$ cat src/rtl/reg_scoreboard.sv
// reg_scoreboard: per-register issue scoreboard for the decode stage.
//
// Tracks every in-flight destination register together with the cycles left
// until its result can be forwarded. It stalls issue when a used source is not
// yet forwardable, and on a write-after-write conflict with a pending result.
//
// Ports:
//   i_clk, i_rst           clock; synchronous active-high reset
//   i_issue_valid          decode presents an instruction
//   i_issue_wr/_rd/_lat    destination write enable, index, forwarding latency
//   i_ra/_rb/_rc, *_used   source indices and their read enables
//   i_flush                squash the decode instruction this cycle
//   i_wb_valid, i_wb_rd    writeback retires a register
//   o_stall                hold decode/fetch (combinational)
//   o_issue_fire           instruction issues this cycle (combinational)
//   o_busy_vec             registered busy bit per register
//   o_pending              registered count of busy registers
//
// Optional feature (macro SCB_STALL_CNT_EN):
//   o_stall_cycles         saturating count of stalled cycles
//   i_stall_cnt_clr        synchronous clear; wins over increment
module reg_scoreboard #(
    parameter int unsigned NUM_REGS = 16,
    parameter int unsigned REG_W    = 4,
    parameter int unsigned LAT_W    = 3
) (
    input  logic                i_clk,
    input  logic                i_rst,
    input  logic                i_issue_valid,
    input  logic                i_issue_wr,
    input  logic [REG_W-1:0]    i_issue_rd,
    input  logic [LAT_W-1:0]    i_issue_lat,
    input  logic [REG_W-1:0]    i_ra,
    input  logic [REG_W-1:0]    i_rb,
    input  logic [REG_W-1:0]    i_rc,
    input  logic                i_ra_used,
    input  logic                i_rb_used,
    input  logic                i_rc_used,
    input  logic                i_flush,
    input  logic                i_wb_valid,
    input  logic [REG_W-1:0]    i_wb_rd,
    output logic                o_stall,
    output logic                o_issue_fire,
    output logic [NUM_REGS-1:0] o_busy_vec,
`ifdef SCB_STALL_CNT_EN
    input  logic                i_stall_cnt_clr,
    output logic [31:0]         o_stall_cycles,
`endif
    output logic [REG_W:0]      o_pending
);

    logic [NUM_REGS-1:0] r_busy;
    logic [NUM_REGS-1:0] w_busy_d;
    logic [LAT_W-1:0]    r_cnt   [NUM_REGS];
    logic [LAT_W-1:0]    w_cnt_d [NUM_REGS];
    logic [REG_W:0]      r_pending;
    logic [REG_W:0]      w_pending_d;

    logic w_ra_haz;
    logic w_rb_haz;
    logic w_rc_haz;
    logic w_waw_haz;
    logic w_stall;
    logic w_fire;
    logic w_fire_wr;

    // A busy register whose counter reached zero is forwardable, so only a
    // nonzero count blocks. All checks use the pre-issue state.
    assign w_ra_haz  = i_ra_used  & r_busy[i_ra]       & (r_cnt[i_ra] != '0);
    assign w_rb_haz  = i_rb_used  & r_busy[i_rb]       & (r_cnt[i_rb] != '0);
    assign w_rc_haz  = i_rc_used  & r_busy[i_rc]       & (r_cnt[i_rc] != '0);
    assign w_waw_haz = i_issue_wr & r_busy[i_issue_rd] & (r_cnt[i_issue_rd] != '0);

    assign w_stall   = i_issue_valid & ~i_flush & (w_ra_haz | w_rb_haz | w_rc_haz | w_waw_haz);
    assign w_fire    = i_issue_valid & ~w_stall & ~i_flush;
    assign w_fire_wr = w_fire & i_issue_wr;

    always_comb begin
        w_busy_d    = r_busy;
        w_pending_d = '0;
        for (int i = 0; i < NUM_REGS; i++) begin
            w_cnt_d[i] = (r_cnt[i] != '0) ? r_cnt[i] - LAT_W'(1) : '0;
            if (i_wb_valid && (i_wb_rd == REG_W'(i))) begin
                w_busy_d[i] = 1'b0;
            end
            // A same-cycle issue to the written-back register wins.
            if (w_fire_wr && (i_issue_rd == REG_W'(i))) begin
                w_busy_d[i] = 1'b1;
                w_cnt_d[i]  = i_issue_lat;
            end
            w_pending_d = w_pending_d + (REG_W + 1)'(w_busy_d[i]);
        end
    end

    always_ff @(posedge i_clk) begin
        if (i_rst) begin
            r_busy    <= '0;
            r_pending <= '0;
            for (int i = 0; i < NUM_REGS; i++) begin
                r_cnt[i] <= '0;
            end
        end else begin
            r_busy    <= w_busy_d;
            r_pending <= w_pending_d;
            for (int i = 0; i < NUM_REGS; i++) begin
                r_cnt[i] <= w_cnt_d[i];
            end
        end
    end

`ifdef SCB_STALL_CNT_EN
    logic [31:0] r_stall_cycles;

    always_ff @(posedge i_clk) begin
        if (i_rst || i_stall_cnt_clr) begin
            r_stall_cycles <= '0;
        end else if (w_stall && (r_stall_cycles != '1)) begin
            r_stall_cycles <= r_stall_cycles + 32'd1;
        end
    end

    assign o_stall_cycles = r_stall_cycles;
`endif

    assign o_stall      = w_stall;
    assign o_issue_fire = w_fire;
    assign o_busy_vec   = r_busy;
    assign o_pending    = r_pending;

endmodule
$ cat config.mk
export PLATFORM = sky130hd
export DESIGN_NAME = reg_scoreboard
export DESIGN_NICKNAME = d
export VERILOG_FILES = /design/src/rtl/reg_scoreboard.sv
export SDC_FILE = /design/constraint.sdc
export NUM_CORES = 1
export LEC_CHECK = 0
export ABC_AREA = 1
export ABC_CLOCK_PERIOD_IN_PS = 6700
export CAP_MARGIN = 5
export CORE_MARGIN = 2
export CORE_UTILIZATION = 58
export CTS_BUF_LIST = sky130_fd_sc_hd__clkbuf_16
export DETAILED_ROUTE_END_ITERATION = 10
export GPL_TIMING_DRIVEN = 0
export PLACE_DENSITY = 0.87
export RECOVER_POWER = 50
export SYNTH_ARGS = -nofsm -noshare
export SYNTH_HDL_FRONTEND = slang
export SYNTH_SLANG_ARGS = --single-unit
$ cat constraint.sdc
create_clock -name i_clk -period 6.7 [get_ports i_clk]
set_clock_uncertainty 0.05 [all_clocks]
set_input_delay 1.34 -clock i_clk [delete_from_list [all_inputs] [get_ports i_clk]]
set_output_delay 1.34 -clock i_clk [all_outputs]
set_load 0.005 [all_outputs]
== Word level (Yosys, flattened, before mapping) ==
Memories as Yosys holds them, arrays and structs flattened.
Index checks and enable logic that the tools add are counted.
Widths: inputs -> output; s select.

* Register bits: 21
* Bits in writable memories: 48
* Bits of input ports: 32
* Output and inout port bits: 23
* Logic and storage cells: 247
* Memories kept: 1

{| class="wikitable"
|+ Memories
! name !! words !! width !! read ports !! clocked after memory_dff !! wr ports !! line !! text
|-
| r_cnt || 16 || 3 || 20 || 0 || 16 || 54 || <nowiki>logic [LAT_W-1:0] r_cnt [NUM_REGS];</nowiki>
|}

* Add/sub/neg operators: 31
* Order comparisons: 4
* Equal/unequal tests: 30
* Muxes and demuxes: 91
* Bitwise gates (word level): 34
* Reduce and logical (&&, ||, !) cells: 54

{| class="wikitable"
|+ Operators by type and width
! operator !! count
|-
| $mux 3 || 48
|-
| $eq 4x4->1 const B || 16
|-
| $reduce_bool 3->1 || 20
|-
| $add 5x1->5 || 11
|-
| $sub 3x1->3 const B || 16
|-
| $mux 1 || 39
|-
| $eq 4x3->1 const B || 8
|-
| $logic_and 1x1->1 || 32
|-
| $lt 4x5->1 const B || 4
|-
| $or 1x1->1 || 19
|-
| $bmux 1 s4 || 4
|-
| $eq 4x2->1 const B || 4
|-
| $and 1x1->1 || 13
|-
| $eq 4x1->1 const B || 2
|-
| $logic_not 4->1 || 2
|-
| $add 4x1->5 || 1
|-
| $add 3x1->4 || 1
|-
| $add 2x1->3 || 1
|-
| $add 1x1->2 || 1
|-
| $not 1->1 || 2
|}

== Depth between registers and ports, before layout ==
Gate-level depths: netlist of run 1.

* Depth after elaboration: 29
* Mapped depth: 29
* Gate-level depth less buffers: 28

== Worst setup path before layout of run 1 ==
No wires, ideal clock.

* Kind: input port to flip-flop
* From: input i_ra[1]
* To: register r_pending[4], in the netlist o_pending[4]
* Library setup time: 128 ps
* Data arrival time: 5,919 ps
* Required time: 6,522 ps
* Slack: 604 ps
* Stages: 28
* Buffers on the path: 3
* Cells stage by stage: clkbuf_2 > inv_1 > buf_2 > nand3_1 > a21oi_1 > nand2_1 > nand3_1 > nand2_1 > nand3_1 > nand2_1 > nor2_4 > buf_6 > nand4_4 > nand2_1 > inv_2 > fa_1 > inv_1 > fa_1 > fa_1 > inv_1 > fa_1 > inv_1 > ha_1 > fa_1 > nand2_1 > inv_1 > o21ai_0 > nor2_1

* Longest elaborated chain between the ends: 29
* Elaborated cells between the ends (all ways): 61
* Classes of those cells: add/sub (15); mux (18); bitwise (10); reduce/logical (17); memory (1)

{| class="wikitable"
|+ RTL lines
! what !! line !! text
|-
| from (decl) || 33 || <nowiki>input logic [REG_W-1:0] i_ra,</nowiki>
|-
| $bmux 1 s4 || 69 || <nowiki>assign w_ra_haz = i_ra_used & r_busy[i_ra] & (r_cnt[i_ra] != '0);</nowiki>
|-
| $mux 1 (implied by the code) || 69 ||
|-
| $and 1x1->1 || 69 ||
|-
| $and 1x1->1 * || 69 ||
|-
| $or 1x1->1 * (3 in a row) || 74 || <nowiki>assign w_stall = i_issue_valid & ~i_flush & (w_ra_haz | w_rb_haz | w_rc_haz | w_waw_haz);</nowiki>
|-
| $and 1x1->1 * || 74 ||
|-
| $not 1->1 * || 75 || <nowiki>assign w_fire = i_issue_valid & ~w_stall & ~i_flush;</nowiki>
|-
| $and 1x1->1 * (2 in a row) || 75 ||
|-
| $and 1x1->1 * || 76 || <nowiki>assign w_fire_wr = w_fire & i_issue_wr;</nowiki>
|-
| $logic_and 1x1->1 || 87 || <nowiki>if (w_fire_wr && (i_issue_rd == REG_W'(i))) begin</nowiki>
|-
| $mux 1 || 87 ||
|-
| $add 1x1->2 || 91 || <nowiki>w_pending_d = w_pending_d + (REG_W + 1)'(w_busy_d[i]);</nowiki>
|-
| $add 2x1->3 || 91 ||
|-
| $add 3x1->4 || 91 ||
|-
| $add 4x1->5 || 91 ||
|-
| $add 5x1->5 (10 in a row) || 91 ||
|-
| $add 5x1->5 * || 91 ||
|-
| to (signal assigned) || 104 || <nowiki>r_pending <= w_pending_d;</nowiki>
|-
| to (decl) || 56 || <nowiki>logic [REG_W:0] r_pending;</nowiki>
|}

Mark *: on every way between the ends. The rest lies on a longest branch, timed or not. The select of a mux whose other input is x is not followed.
A chain may end at the register's enable or synchronous reset.

== Worst setup path in the final report of run 1 ==
* From: input i_issue_rd[3]
* To: register r_pending[4], in the netlist o_pending[4]

* Longest elaborated chain between the ends: 27
* Elaborated cells between the ends (all ways): 75
* Classes of those cells: add/sub (15); eq/ne (15); mux (18); bitwise (8); reduce/logical (18); memory (1)

{| class="wikitable"
|+ RTL lines
! what !! line !! text
|-
| from (decl) || 31 || <nowiki>input logic [REG_W-1:0] i_issue_rd,</nowiki>
|-
| $bmux 1 s4 || 72 || <nowiki>assign w_waw_haz = i_issue_wr & r_busy[i_issue_rd] & (r_cnt[i_issue_rd] != '0);</nowiki>
|-
| $mux 1 (implied by the code) || 72 ||
|-
| $and 1x1->1 (2 in a row) || 72 ||
|-
| $or 1x1->1 || 74 ||
|-
| $and 1x1->1 || 74 ||
|-
| $not 1->1 || 75 ||
|-
| $and 1x1->1 (2 in a row) || 75 ||
|-
| $and 1x1->1 || 76 ||
|-
| $logic_and 1x1->1 || 87 ||
|-
| $mux 1 || 87 ||
|-
| $add 1x1->2 || 91 ||
|-
| $add 2x1->3 || 91 ||
|-
| $add 3x1->4 || 91 ||
|-
| $add 4x1->5 || 91 ||
|-
| $add 5x1->5 (10 in a row) || 91 ||
|-
| $add 5x1->5 * || 91 ||
|}

Marks and branches as above.

==> impl_metrics.tcl, run 1 <==
set metrics [dict create \
    status "finished, final reports clean" \
    initial_utilization_pct 60.08 \
    maxCapViolCount 0 \
    ys_types 28 \
    tns_ns 0 \
    dp_hpwl_mm 12.51 \
    crit_fanout 8 \
    die_w_um 102.3 \
    critPathKind "in2reg" \
    clk_pin_slew_worst_paths_ns 0.06 \
    holdCritPathClass "reg2reg" \
    coreArea_um2 9328 \
    fmax_mhz 154.1 \
    cts_made_buffers 9 \
    wl_per_cell_um 15.24 \
    synth_top_cells_by_area "dfxtp_1 (25%), nand2_1 (20%), nor2_1 (12%)" \
    worst_slew_pin_slew_ns 0.8139 \
    drv_slew 0 \
    hold_viol 0 \
    synth-edff-count 0 \
    worstSetupStartpointType "primary input" \
    p_per_area_nw_per_um2 159.9 \
    detail-route-antenna-nets 0 \
    grt_pass1_wl_mm 27.64 \
    avgSynthCellArea_um2 5.981 \
    layout-drive-gt1-share_pct 8.292 \
    ys_seq_elements 69 \
    timing.final.crit_period_ns 6.491 \
    min_from "r_cnt[13][1]" \
    routed_via_density 5.504 \
    clk_latency_ns 0.35 \
    die_area_um2 10460 \
    cts_buffer_depth 2 \
    grt_max_degree 14 \
    clock-sinks 69 \
    syn-num-nets 1016 \
    rr_startpoint "r_cnt[10][0]" \
    worst_setup_path_end_kind "flop" \
    h-tree-depth 3 \
    power.leakage_uw 0.003753 \
    synth_cells 937 \
    die_h_um 102.3 \
    cts-root-buf "clkbuf_16" \
    num_rows 35 \
    yosys-top-cells-count "nand2_1 (296), nor2_1 (178), inv_1 (116)" \
    setup_violations 0 \
    cp.arrival_ns 6.66 \
    peakVddDrop_mv 0.1020 \
    synth_top_cell_by_area "dfxtp_1" \
    final_nets 1087 \
    gpl.final_weighted_congestion 1.021 \
    grt_pass1_vias 5713 \
    first_iter_violations 741 \
    num_io_pins 55 \
    slew_headroom_pct 45.74 \
    ys_async_sr_fraction_pct 0 \
    rsz0062_at_grt "no" \
    fin_util_pct 71.58 \
    firstDrtPassIters 6 \
    synth-main-ff-cell "dfxtp_1" \
    overflow 0 \
    startpoint "i_issue_rd[3]" \
    period_share_pct 96.89 \
    cts_tree "built" \
    track_usage_pct 34.34 \
    synth_area_um2 5604 \
    drc_errors 0 \
    synth.most_common_cell "nand2_1" \
    io_buffers 47 \
    area_growth_pct 19.13 \
    vias 6285 \
    diodes 0 \
    antenna_found_initial 0 \
    routed_wl_mm 17.40 \
    yosysSeqAreaShare_pct 24.65 \
    synth_warnings 0 \
    synth_top_area_share_pct 24.65 \
    cp_data_required_time_ns 6.87 \
]
==> critical path, stage by stage <==
cell	delay, ns
clkdlybuf4s50_1	0.55
nor2_1	0.12
inv_2	0.11
nor2_2	0.06
nand2_1	0.07
nand3_1	0.11
a21oi_1	0.17
nand2_1	0.08
nand2_1	0.08
nand2_2	0.06
nor2_4	0.18
buf_12	0.16
nand4_1	0.16
nand2_2	0.11
inv_2	0.05
fa_1	0.54
inv_1	0.07
fa_1	0.51
fa_1	0.55
inv_1	0.05
fa_1	0.51
inv_1	0.04
ha_1	0.25
fa_1	0.40
nand2_1	0.09
inv_1	0.05
o21ai_0	0.15
nor2_1	0.06
==> metal layers <==
| layer | part of all wire [%] | vias to the layer above | global-route usage [%] |
|---|---|---|---|
| met1 | 40 | 2790 | 44.04 |
| met4 | 3.5 | 0 | 14.77 |
| met2 | 45 | 393 | 55.82 |
| met3 | 12 | 68 | 7.524 |
| li1 | - | 3034 | - |
| met5 | 0 | - | 0 |
==> through the flow <==
stage | worst slack [ns] | hold WS [ns] | instance area [um^2] | instances | power, uW
6_report | 0.2086 | 0.5378 | 6676 | 1142 | 1068
5_1_grt | 0.03067 | 0.6003 | 6676 | 1142 | 1102
4_1_cts | 0.02220 | 0.5413 | 6605 | 1135 | 1060
3_5_place_dp | -0.4848 | 0.5252 | 6236 | 1113 | 565.5
3_3_place_gp | -0.4508 | 0.5162 | 6236 | 1113 | 564.3
2_1_floorplan | 0.6037 | 0.4889 | 5604 | 937 | 513.1
==> path summary, 6_finish.rpt <==
path	cells past startpoint	end	slack, ns
worst max-delay path	28	o_pending[4]	0.21
worst min-delay path	4	r_cnt[13][1]	0.54
worst max register to register	26	o_pending[4]	1.28
worst min register to register	4	r_cnt[13][1]	0.54
==> logic make-up (layout without fill, tap and decap cells) <==
kind of cell	Yosys count	in the layout	share of synthesized area, %
AO/OA/AOI/OAI	61	61	5.581
adder cells (fa/ha/maj)	47	47	11.83
buffers and inverters	150	226	10.54
flip-flops	69	69	24.65
AND/OR/NAND/NOR	610	610	47.40
==> sequential cells by signal (all words and copies together), names as in the netlist <==
register,flops
o_busy_vec,16
r_cnt,48
o_pending,5
==> what timing repair did <==
item	CTS	global route
hold buffers	0	0
endpoints found under the setup margin	3	4
buffers inserted	6	7
resized for setup	9	23
pin swaps	1	1
==> final cells by class <==
cell class,count,area (um^2)
sequential,69,1381
tap,129,161.4
fill,775,2651
inverter,120,450.4
multi-input combinational,718,3641
buffer,30,177.7
clock buffer,9,225.2
timing repair buffer,60,564.3
clock inverter,7,75.07
==> power breakdown <==
group,internal [uW],switching [uW],leakage (uW),total (uW)
Combinational,57.6,102,0.00305,159
Sequential,413,2.93,0.000556,416
Clock,290,202,0.000144,492
Total,761,307,0.00375,1070
==> layout by cell type, fill, tap and decap left out, types with 3 or more instances in the layout <==
cell	netlist	final
nand4_1	12	14
clkbuf_1	11	12
ha_1	37	37
dlygate4sd3_1	0	21
nand4_4	9	7
buf_6	1	3
dlymetal6s2s_1	0	3
fa_1	10	10
buf_1	4	4
a21oi_1	36	35
nor2_1	178	175
or2_2	18	18
o21ai_0	21	21
buf_4	1	10
clkbuf_4	0	4
inv_2	4	7
dfxtp_1	69	69
clkbuf_16	0	9
nand2_1	296	293
inv_1	116	114
nand3_1	90	90
buf_2	12	8
clkdlybuf4s50_1	0	23
nor2_4	1	3
Note: power is estimated with default switching activity, not from simulation.
==> run 2: changes to the inputs <==
--- a/config.mk
+++ b/config.mk
@@ -8,9 +8,7 @@
 export ABC_AREA = 1
 export ABC_CLOCK_PERIOD_IN_PS = 6700
 export CAP_MARGIN = 5
-export CORE_MARGIN = 2
 export CORE_UTILIZATION = 58
-export CTS_BUF_LIST = sky130_fd_sc_hd__clkbuf_16
 export DETAILED_ROUTE_END_ITERATION = 10
 export GPL_TIMING_DRIVEN = 0
 export PLACE_DENSITY = 0.87
==> run 2 against run 1 <==
Against the previous run: hold slack improved by 0.0059 ns; combinational power rose by 3%; clock power fell by 18%; first-iteration DRC count fell by 15%; critical endpoint unchanged; sequential power hardly changed; sequential share of layout area rose by 0.27 points; sequential cell count did not move; fmax up 0.20%; total power shrank 8.2%; via count fell by 2.8%; wire length down 1.7%; global-route usage is 0.12 points higher.
==> impl_metrics.tcl, run 2 (synthesis gave the netlist of run 1 again) <==
set metrics [dict create \
    clk_latency_ns 0.37 \
    worst_slew_pin_slew_ns 0.7664 \
    fill_cells 808 \
    met3_usage_pct 6.128 \
    critPathKind "in2reg" \
    track_usage_pct 34.47 \
    hold_slack_ns 0.5437 \
    vias 6111 \
    period_share_pct 96.69 \
    largest_reg_flops 48 \
    die_w_um 100.3 \
    setup_violations 0 \
    gr-usage-met1_pct 46.53 \
    maxCapViolCount 0 \
    routed_via_density 5.379 \
    peakVddDrop_mv 0.1062 \
    slew_headroom_pct 48.91 \
    area_growth_pct 17.59 \
    cpPeakStageDelay_ns 0.59 \
    p_total_uw 980.4 \
    diodes 0 \
    seqPwrFrac_pct 42.4 \
    grt_max_degree 13 \
    clk_pin_slew_worst_paths_ns 0.08 \
    final_cell_mix "nand2_1 (293), nor2_1 (174), inv_1 (111)" \
    die_h_um 100.3 \
    cts-root-buf "clkbuf_8" \
    fmax_mhz 154.4 \
    detail-route-antenna-nets 0 \
    worst_setup_path_end_kind "flop" \
    first_iter_violations 628 \
    pwr-share-comb_pct 16.6 \
    h-tree-depth 3 \
    antenna_found_initial 0 \
    hold_viol 0 \
    worstSetupStartpointType "primary input" \
    slowest_stage "fa_1" \
    wl_per_cell_um 15.05 \
    drc_errors 0 \
    cts_tree "built" \
    overflow 0 \
    switching_power_uw 286.4 \
    sw_frac_of_total_pct 29.22 \
    grt_pass1_wl_mm 26.68 \
    clock-sinks 69 \
    cpLargestDelayFamily "adder cells" \
    cellInternalPower_uw 694.0 \
    layout-drive-gt1-share_pct 8.640 \
    dp_hpwl_mm 12.36 \
    routed_wl_mm 17.10 \
    grt_pass1_vias 5382 \
    regMostFlops "r_cnt" \
    final_nets 1081 \
    cts_made_buffers 9 \
    cp.arrival_ns 6.67 \
    cts_buffer_depth 2 \
    tns_ns 0 \
    die_area_um2 10060 \
    initial_utilization_pct 60.36 \
    drv_slew 0 \
    final_common_cell "nand2_1" \
    crit_fanout 7 \
    timing.final.crit_period_ns 6.478 \
    io_buffers 47 \
    cp_data_required_time_ns 6.89 \
    num_rows 35 \
    clockPowerShare_pct 41.0 \
    holdCritPathClass "reg2reg" \
    path_buf_inv 9 \
    power.leakage_uw 0.003699 \
    gpl.final_weighted_congestion 1.015 \
    firstDrtPassIters 5 \
    coreArea_um2 9284 \
    num_io_pins 55 \
    status "finished, final reports clean" \
    use_met2_pct 54.43 \
    top_usage_layer "met2" \
    p_per_area_nw_per_um2 148.8 \
]
-- run 2: metrics by stage --
step	setup WS (ns)	cell area, um^2	util [%]	std cells
finish	0.2219	6590	70.98	1136
global route	-0.02891	6590	70.98	1136
CTS	0.002347	6553	70.58	1133
detailed placement	-0.5762	6236	67.17	1113
global placement	-0.5086	6236	67.17	1113
floorplan	0.6037	5604	-	937
-- run 2: worst paths after layout --
check / to / depth (start not counted) / slack (ns) / startpoint
setup / recovery: o_pending[4] / 29 / 0.22 / i_issue_rd[2]
setup reg to reg: o_pending[4] / 28 / 1.16 / r_cnt[15][0]
hold / removal: r_cnt[13][1] / 4 / 0.54 / r_cnt[13][1]
hold reg to reg: r_cnt[13][1] / 4 / 0.54 / r_cnt[13][1]
-- run 2: tightest hold or removal path: stages (launching register included) --
cell,delay (ns)
dfxtp_1,0.33
a21oi_1,0.06
nand2_1,0.06
nand2_1,0.04
nor2_1,0.07
-- run 2: final cells by class --
type                            count  area (um^2)  area share, %
Sequential cell                    69         1381          20.96
Clock inverter                      5        82.58          1.253
Inverter                          120        454.2          6.892
Tap cell                          129        161.4          2.449
Buffer                             30        161.4          2.449
Multi-Input combinational cell    718         3665          55.61
Clock buffer                       11        141.4          2.145
Timing Repair Buffer               54        543.0          8.240
-- run 2: layer usage --
layer  share of wire, %  up-vias  wire (um)
met5                  0        -          0
met4                3.6        0        612
met3                 11       59       1863
met2                 44      356       7518
met1                 42     2675       7105
li1                   -     3021          -
-- run 2: power groups by stage --
stage          Sequential, uW  Clock (uW)  Combinational (uW)
2_1_floorplan             424           0                88.9
6_report                  415         402                 163
3_3_place_gp              425           0                 140
3_5_place_dp              425           0                 141
5_1_grt                   416         421                 175
4_1_cts                   415         403                 156
-- run 2: repair_timing --
| action | in CTS | in global routing |
|---|---|---|
| gates resized for setup | 15 | 18 |
| cloned | 1 | 0 |
| endpoints found under the hold margin | 0 | 0 |
| pin swaps | 1 | 2 |
| hold buffers | 0 | 0 |
| buffers inserted | 3 | 3 |
| setup endpoints to repair | 3 | 4 |
